File: config.mk
export PLATFORM = sky130hd
export DESIGN_NAME = sum_tx_sequencer
export DESIGN_NICKNAME = d
export VERILOG_FILES = /design/src/rtl/sum_tx_sequencer.sv
export SDC_FILE = /design/constraint.sdc
export NUM_CORES = 1
export LEC_CHECK = 0
export CAP_MARGIN = 30
export CORE_MARGIN = 5
export CORE_UTILIZATION = 25
export DETAILED_ROUTE_END_ITERATION = 12
export PLACE_DENSITY_LB_ADDON = 0.08
export REMOVE_ABC_BUFFERS = 1
export SLEW_MARGIN = 20
export SYNTH_ARGS = -nofsm -noshare
export SYNTH_HDL_FRONTEND = slang
export SYNTH_SLANG_ARGS = --single-unit
File: constraint.sdc
create_clock -name clk -period 2.35 [get_ports clk]
set_input_delay 0.235 -clock clk [delete_from_list [all_inputs] [get_ports clk]]
set_output_delay 0.235 -clock clk [all_outputs]
set_load 0.1 [all_outputs]
File: src/rtl/sum_tx_sequencer.sv
`default_nettype none
// ============================================================================
// Module      : sum_tx_sequencer
// Description : Conditions the two active-low save buttons (2-flop sync,
//               debounce, press-edge detect), latches two DATA_W-bit operands
//               from data_input, forms their sum and sends it to a byte UART
//               as two uppercase ASCII hex digits followed by CR LF using a
//               tx_start / tx_busy handshake.
// Ports       : clk, reset (sync, active-high)
//               save_a_n, save_b_n  - raw active-low buttons (asynchronous)
//               data_input          - operand value sampled on a press
//               tx_busy             - UART busy
//               tx_start, tx_data   - one-cycle send request and its byte
//               a_valid, b_valid    - operand held flags
//               sum_out             - last computed sum
//               seq_busy            - sequencer not idle
// Revision    : 1.0 - initial release
// ============================================================================
module sum_tx_sequencer #(
    parameter int DATA_W          = 5,
    parameter int DEBOUNCE_CYCLES = 50000,
    parameter int ACK_TIMEOUT     = 3
) (
    input  logic              clk,
    input  logic              reset,
    input  logic              save_a_n,
    input  logic              save_b_n,
    input  logic [DATA_W-1:0] data_input,
    input  logic              tx_busy,
    output logic              tx_start,
    output logic [7:0]        tx_data,
    output logic              a_valid,
    output logic              b_valid,
    output logic [DATA_W:0]   sum_out,
    output logic              seq_busy
);

    localparam int                c_DB_W   = (DEBOUNCE_CYCLES > 2) ? $clog2(DEBOUNCE_CYCLES) : 1;
    localparam logic [c_DB_W-1:0] c_DB_MAX = c_DB_W'(DEBOUNCE_CYCLES - 1);
    localparam int                c_ACK_W  = (ACK_TIMEOUT > 1) ? $clog2(ACK_TIMEOUT) : 1;
    localparam logic [c_ACK_W-1:0] c_ACK_MAX = c_ACK_W'(ACK_TIMEOUT - 1);

    typedef enum logic [2:0] {
        S_IDLE      = 3'd0,
        S_SUM       = 3'd1,
        S_SEND      = 3'd2,
        S_WAIT_ACK  = 3'd3,
        S_WAIT_DONE = 3'd4,
        S_CLEAR     = 3'd5
    } state_t;

    // ------------------------------------------------------------------
    // Button conditioning: index 0 = A, index 1 = B
    // ------------------------------------------------------------------
    logic [1:0] w_pins;
    logic [1:0] w_press;

    assign w_pins = {save_b_n, save_a_n};

    genvar gi;
    generate
        for (gi = 0; gi < 2; gi++) begin : g_btn
            logic              r_sync1;
            logic              r_sync2;
            logic              r_db;
            logic [c_DB_W-1:0] r_cnt;
            logic              w_expire;

            // The level flips when the mismatch has persisted long enough;
            // a press is that flip taken from released (1) to pressed (0).
            assign w_expire     = (r_sync2 != r_db) && (r_cnt == c_DB_MAX);
            assign w_press[gi]  = w_expire && r_db;

            always_ff @(posedge clk) begin
                if (reset) begin
                    r_sync1 <= 1'b1;
                    r_sync2 <= 1'b1;
                    r_db    <= 1'b1;
                    r_cnt   <= '0;
                end else begin
                    r_sync1 <= w_pins[gi];
                    r_sync2 <= r_sync1;
                    if (r_sync2 == r_db) begin
                        r_cnt <= '0;
                    end else if (w_expire) begin
                        r_db  <= ~r_db;
                        r_cnt <= '0;
                    end else begin
                        r_cnt <= r_cnt + 1'b1;
                    end
                end
            end
        end
    endgenerate

    // ------------------------------------------------------------------
    // Sequencer
    // ------------------------------------------------------------------
    state_t              r_state;
    state_t              w_state_nxt;
    logic                w_fire;
    logic [DATA_W-1:0]   r_op_a;
    logic [DATA_W-1:0]   r_op_b;
    logic                r_a_valid;
    logic                r_b_valid;
    logic [DATA_W:0]     r_sum;
    logic [1:0]          r_idx;
    logic [c_ACK_W-1:0]  r_ack_cnt;
    logic                r_tx_start;
    logic [7:0]          r_tx_data;
    logic [7:0]          w_sum8;
    logic [7:0]          w_byte;

    function automatic logic [7:0] f_hex(input logic [3:0] n);
        // 'A' - 10 = 0x37 gives the uppercase letters for 10..15
        return (n < 4'd10) ? (8'h30 + {4'h0, n}) : (8'h37 + {4'h0, n});
    endfunction

    // The sum is rendered as a full byte: upper nibble then lower nibble.
    assign w_sum8 = 8'(r_sum);

    always_comb begin
        w_byte = 8'h0A;
        case (r_idx)
            2'd0:    w_byte = f_hex(w_sum8[7:4]);
            2'd1:    w_byte = f_hex(w_sum8[3:0]);
            2'd2:    w_byte = 8'h0D;
            default: w_byte = 8'h0A;
        endcase
    end

    always_ff @(posedge clk) begin
        if (reset) begin
            r_state <= S_IDLE;
        end else begin
            r_state <= w_state_nxt;
        end
    end

    always_comb begin
        w_state_nxt = r_state;
        w_fire      = 1'b0;
        case (r_state)
            S_IDLE: begin
                if (r_a_valid && r_b_valid) w_state_nxt = S_SUM;
            end
            S_SUM: begin
                w_state_nxt = S_SEND;
            end
            S_SEND: begin
                if (!tx_busy) begin
                    w_fire      = 1'b1;
                    w_state_nxt = S_WAIT_ACK;
                end
            end
            S_WAIT_ACK: begin
                // A UART that never reports busy must not stall the frame.
                if (tx_busy || (r_ack_cnt == c_ACK_MAX)) w_state_nxt = S_WAIT_DONE;
            end
            S_WAIT_DONE: begin
                if (!tx_busy) w_state_nxt = (r_idx == 2'd3) ? S_CLEAR : S_SEND;
            end
            S_CLEAR: begin
                w_state_nxt = S_IDLE;
            end
            default: begin
                w_state_nxt = S_IDLE;
            end
        endcase
    end

    always_ff @(posedge clk) begin
        if (reset) begin
            r_op_a     <= '0;
            r_op_b     <= '0;
            r_a_valid  <= 1'b0;
            r_b_valid  <= 1'b0;
            r_sum      <= '0;
            r_idx      <= 2'd0;
            r_ack_cnt  <= '0;
            r_tx_start <= 1'b0;
            r_tx_data  <= 8'h00;
        end else begin
            r_tx_start <= w_fire;
            if (w_fire) r_tx_data <= w_byte;

            // Presses outside IDLE are simply dropped.
            if (r_state == S_IDLE) begin
                if (w_press[0]) begin
                    r_op_a    <= data_input;
                    r_a_valid <= 1'b1;
                end
                if (w_press[1]) begin
                    r_op_b    <= data_input;
                    r_b_valid <= 1'b1;
                end
            end

            if (r_state == S_SUM) begin
                r_sum <= {1'b0, r_op_a} + {1'b0, r_op_b};
                r_idx <= 2'd0;
            end

            if ((r_state == S_WAIT_DONE) && !tx_busy && (r_idx != 2'd3)) begin
                r_idx <= r_idx + 2'd1;
            end

            if (r_state == S_WAIT_ACK) r_ack_cnt <= r_ack_cnt + 1'b1;
            else                       r_ack_cnt <= '0;

            if (r_state == S_CLEAR) begin
                r_a_valid <= 1'b0;
                r_b_valid <= 1'b0;
            end
        end
    end

    assign tx_start = r_tx_start;
    assign tx_data  = r_tx_data;
    assign a_valid  = r_a_valid;
    assign b_valid  = r_b_valid;
    assign sum_out  = r_sum;
    assign seq_busy = (r_state != S_IDLE);

endmodule
`default_nettype wire

; ---- Word-level counts from Yosys, hierarchy flattened
; Cells that the tools add are included.
[classes]
add_sub_neg = 9
n_lt_le_gt_ge = 2
n_eq_ne = 20
n_mux = 13
bitwise = 5
n_reduce_logical = 22
[ops]
columns = cell, n
row1 = "16-bit by 1-bit adder with 16-bit output, second input constant", 2
row2 = "16-bit equality test, second input constant", 2
row3 = 7-bit case mux with 3 select lines, 1
row4 = 3-bit 2-to-1 mux, 5
row5 = 3-bit case mux with 5 select lines, 1
row6 = "6-bit by 2-bit adder with 7-bit output, first input constant", 2
row7 = "6-bit by 4-bit adder with 7-bit output, first input constant", 2
row8 = 7-bit 2-to-1 mux, 2
row9 = "2-bit != test, second input constant", 5
row10 = 2-bit AND reduction, 4
row11 = 1-bit logical AND, 7
row12 = 5-bit by 5-bit adder with 6-bit output, 1
row13 = "2-bit equality test, second input constant", 3
row14 = "3-bit by 2-bit equality test with 1-bit output, second input constant", 2
row15 = "3-bit equality test, second input constant", 2
row16 = 3-bit OR reduction, 2
row17 = 1-bit NOT, 5
row18 = "2-bit by 1-bit adder with 2-bit output, second input constant", 2
row19 = "2-bit by 4-bit < comparator with 1-bit output, second input constant", 1
row20 = "4-bit < comparator, second input constant", 1
row21 = 2-bit 2-to-1 mux, 2
row22 = 4-bit AND reduction, 1
row23 = 2-bit OR reduction, 2
row24 = "3-bit by 1-bit equality test with 1-bit output, second input constant", 1
row25 = 10 further kinds, 13
[totals]
register_bits = 72
in_bits = 10
out_inout_bits = 18

; ---- Longest topological paths before layout
[logic_depth]
depth_word = 4
ltp_mapped = 7
mapped_depth_nobuf = 7

; ---- Worst setup path after synthesis
; OpenSTA, ideal clock, no wires.
[synth_timing]
path_type = reg2reg
start = reg r_state[1]
end = reg r_op_b[0]
setup_time_ps = 130
t_arrival_ps = 2155
path_slack_ps = 65
stages_incl_launch_ff = 6
cell_sequence = dfxtp_1 > clkbuf_1 > or3_1 > or4b_1 > clkbuf_1 > mux2i_1
[synth_via]
elab_chain_cells = 2
[synth_lines]
columns = item, line_no
row1 = from (decl), 99  ; state_t r_state;
row2 = from (signal assigned), 136  ; r_state <= w_state_nxt;
row3 = 3-bit zero test, 188  ; if (r_state == S_IDLE) begin
row4 = 2-bit AND reduction (no source line), --
row5 = to (signal assigned), 194  ; r_op_b <= data_input;
row6 = to (decl), 103  ; logic [DATA_W-1:0] r_op_b;
; Every way passes these cells.
; A chain may end at the register's enable or synchronous reset.

; ---- Worst setup path after layout
[layout_timing]
start = reg g_btn[1].r_cnt[0]
end = reg r_op_b[2]
[layout_via]
elab_chain_cells = 4
[layout_lines]
columns = item, line_no
row1 = from (decl), 66  ; logic [c_DB_W-1:0] r_cnt;
row2 = from (signal assigned), 89  ; r_cnt <= r_cnt + 1'b1;
row3 = 16-bit equality test, 71  ; assign w_expire = (r_sync2 != r_db) && (r_cnt == c_DB_MAX);
row4 = 1-bit logical AND, 71
row5 = 1-bit logical AND, 72  ; assign w_press[gi] = w_expire && r_db;
row6 = 2-bit AND reduction (no source line), --
; Every way passes these cells.

==> results.toml <==
[grt]
grt.total_usage_pct = 10.32
first_global_vias = 2574
antenna_found_initial = 0
grt-ovfl-total = 0
met2_usage_pct = 16.19
grt_first_pass_wirelength_mm = 12.96
grt_max_degree = 28
grt-busiest-layer = "met2"
grtUsageMet1_pct = 13.49
use_met3_pct = 1.973

[cells_and_area]
final_area_um2 = 4068
regArea_um2 = 1421
drive_gt1_share_pct = 12.96
areaGrowthSynthToFinish_pct = 23.71
multiInputGateArea_um2 = 1742
diodes = 0
final_nets = 429
utilization_pct = 31.09
n_fill_cell = 1376

[synthesis]
syn_area_per_cell_um2 = 8.815
synth_flop_cell = "dfxtp_1"
synth_warnings = 0
synth-seq-area-share_pct = 43.23
yosysTopAreaCellShare_pct = 43.23
ys_async_sr_fraction_pct = 0
synth.most_common_cell = "dfxtp_1"
syn_area_um2 = 3288
ys_top_cells_by_area = "dfxtp_1, xnor2_1, nor2_1"
synth_enable_flop_cells = 0
synth_commonest_cells = "dfxtp_1, nor2_1, nand2_1"
synth-seq-cells = 71
ys_types = 50
synth_cells = 373
yosys.area.top_type = "dfxtp_1"

[timing]
hold-worst-slack_ns = 0.4122
slew_viol_final = 0
layout_setup_ws_ns = 0.3138
fmax_ghz = 0.4911
fin_crit_ns = 2.036
tns_ns = 0
finalHoldViolCount = 0
setup_viol = 0
rsz0062_at_grt = "false"
clock_skew_ns = 0.006787
fin_crit_sh_pct = 86.65

[critical_path]
worst-path-max-fanout = 6
critPathLaunchType = "flop"
critPathKind = "reg2reg"
worstPathArrival_ns = 2.24
cp-end-kind = "flop"
cp_data_required_time_ns = 2.56

[drt]
ant_nets = 0
drt_wl_total_mm = 7.552
drc = 0
viasPerCell = 4.455
dr.pass1.iters = 4
vias = 2606
drt_iter0_markers = 104
detail_route.wl_per_cell_um = 12.91

[die]
die_y_um = 124.7
die_w_um = 124.7
core.rowCount = 42
io_pins = 28
dieArea_um2 = 15550
initial_core_util_pct = 25.13
core_area_um2 = 13090

[cts]
cts_resized = 0
cts-htree-levels = 3
numCtsBuffers = 9
cts_tree = "built"
postCtsSetupBuffers = 0
clk-insertion-delay-late_ns = 0.33
root_buffer = "clkbuf_16"
cts_hold_buffers = 0
cts.sinks = 71
clk_pin_slew_ns = 0.06
cts_buffer_depth = 2

[placement]
hpwlAfterDp_mm = 5.490
numPortBuffers = 26
postPlaceCellArea_um2 = 3736
pre_cts_ws_ns = 0.3006
globalplace.congestion = 0.7187

[flow_run]
drv_cap = 0

[status]
status = "complete, no violations"

[power_and_ir_drop]
power_density_nw_per_um2 = 734.1
power.leakage_nw = 1.428
peakVddDrop_uv = 291.6

[hold_path]
hold_class = "reg2reg"
==> routing by layer <==
layer | vias up | share of wire, %
met1 | 1191 | 48
met3 | 11 | 3.2
met5 | - | 0
li1 | 1368 | -
met4 | 0 | 2.2
met2 | 36 | 47
==> worst paths after layout <==
kind	startpoint	endpoint	slack (ns)	cells past startpoint
worst max-delay path	g_btn[1].r_cnt[0]$_SDFF_PP0_	r_op_b[2]$_SDFFE_PP0P_	0.31	5
worst min-delay path	g_btn[1].r_sync1$_SDFF_PP1_	g_btn[1].r_sync2$_SDFF_PP1_	0.41	1
worst max register to register	g_btn[1].r_cnt[0]$_SDFF_PP0_	r_op_b[2]$_SDFFE_PP0P_	0.31	5
worst min register to register	g_btn[1].r_sync1$_SDFF_PP1_	g_btn[1].r_sync2$_SDFF_PP1_	0.41	1
==> layout by cell type, fill, tap and decap left out, drive strengths merged, types with 5 or more instances in the layout <==
cell type,netlist,layout
o21ai,11,11
inv,17,17
dfxtp,71,71
nor3,14,14
nand2,32,32
nor4,13,13
xnor2,27,27
nor2,50,50
nand4,8,8
ha,13,13
or2,5,5
clkdlybuf4s50,0,9
mux2i,14,14
buf,3,26
nand3,14,14
a21oi,16,16
clkbuf,11,12
==> layout make-up <==
| type | instances | area share, % |
|---|---|---|
| repair buffers | 35 | 7.013 |
| well taps | 176 | 5.414 |
| clock inverters | 3 | 1.600 |
| inverters | 18 | 1.661 |
| multi-input cells | 270 | 42.82 |
| clock buffers | 12 | 6.552 |
| flip-flops and latches | 71 | 34.94 |
==> logic make-up (layout without fill, tap and decap cells) <==
logic type,Yosys count,count (layout),synth area share [%]
buffers and inverters,32,68,3.805
other,1,1,0.1140
multiplexers,15,15,4.604
AO/OA/AOI/OAI,46,46,9.018
flip-flops,71,71,43.23
adder cells (fa/ha/maj),14,14,5.556
AND/OR/NAND/NOR,163,163,25.42
XOR/XNOR,31,31,8.257
==> registers in the layout, summed over array words and instances (netlist names) <==
name           flops
tx_data            7
a_valid            1
r_op_b             5
g_btn.r_db         2
g_btn.r_sync1      2
b_valid            1
r_state            3
tx_start           1
sum_out            6
r_op_a             5
g_btn.r_sync2      2
r_ack_cnt          2
r_idx              2
g_btn.r_cnt       32
==> power breakdown <==
group	switching (mW)	internal (mW)
clock network	0.501	1.01
logic	0.174	0.0662
registers	0.0151	1.22
total	0.690	2.30
==> worst max-delay path, cell delays in order, from the launching register on <==
cell	delay (ns)
dfxtp_1	0.37
ha_1	0.21
and3_1	0.23
nand4_1	0.20
or4b_1	0.71
mux2i_1	0.18
==> through the flow <==
| stage | instances | total power [mW] |
|---|---|---|
| 3_5_place_dp | 570 | 1.508 |
| 3_3_place_gp | 570 | 1.508 |
| 6_report | 585 | 2.986 |
| 2_1_floorplan | 359 | 1.423 |
| 4_1_cts | 585 | 3.039 |
| 5_1_grt | 585 | 3.112 |
Power figures use the tool's default switching activity.
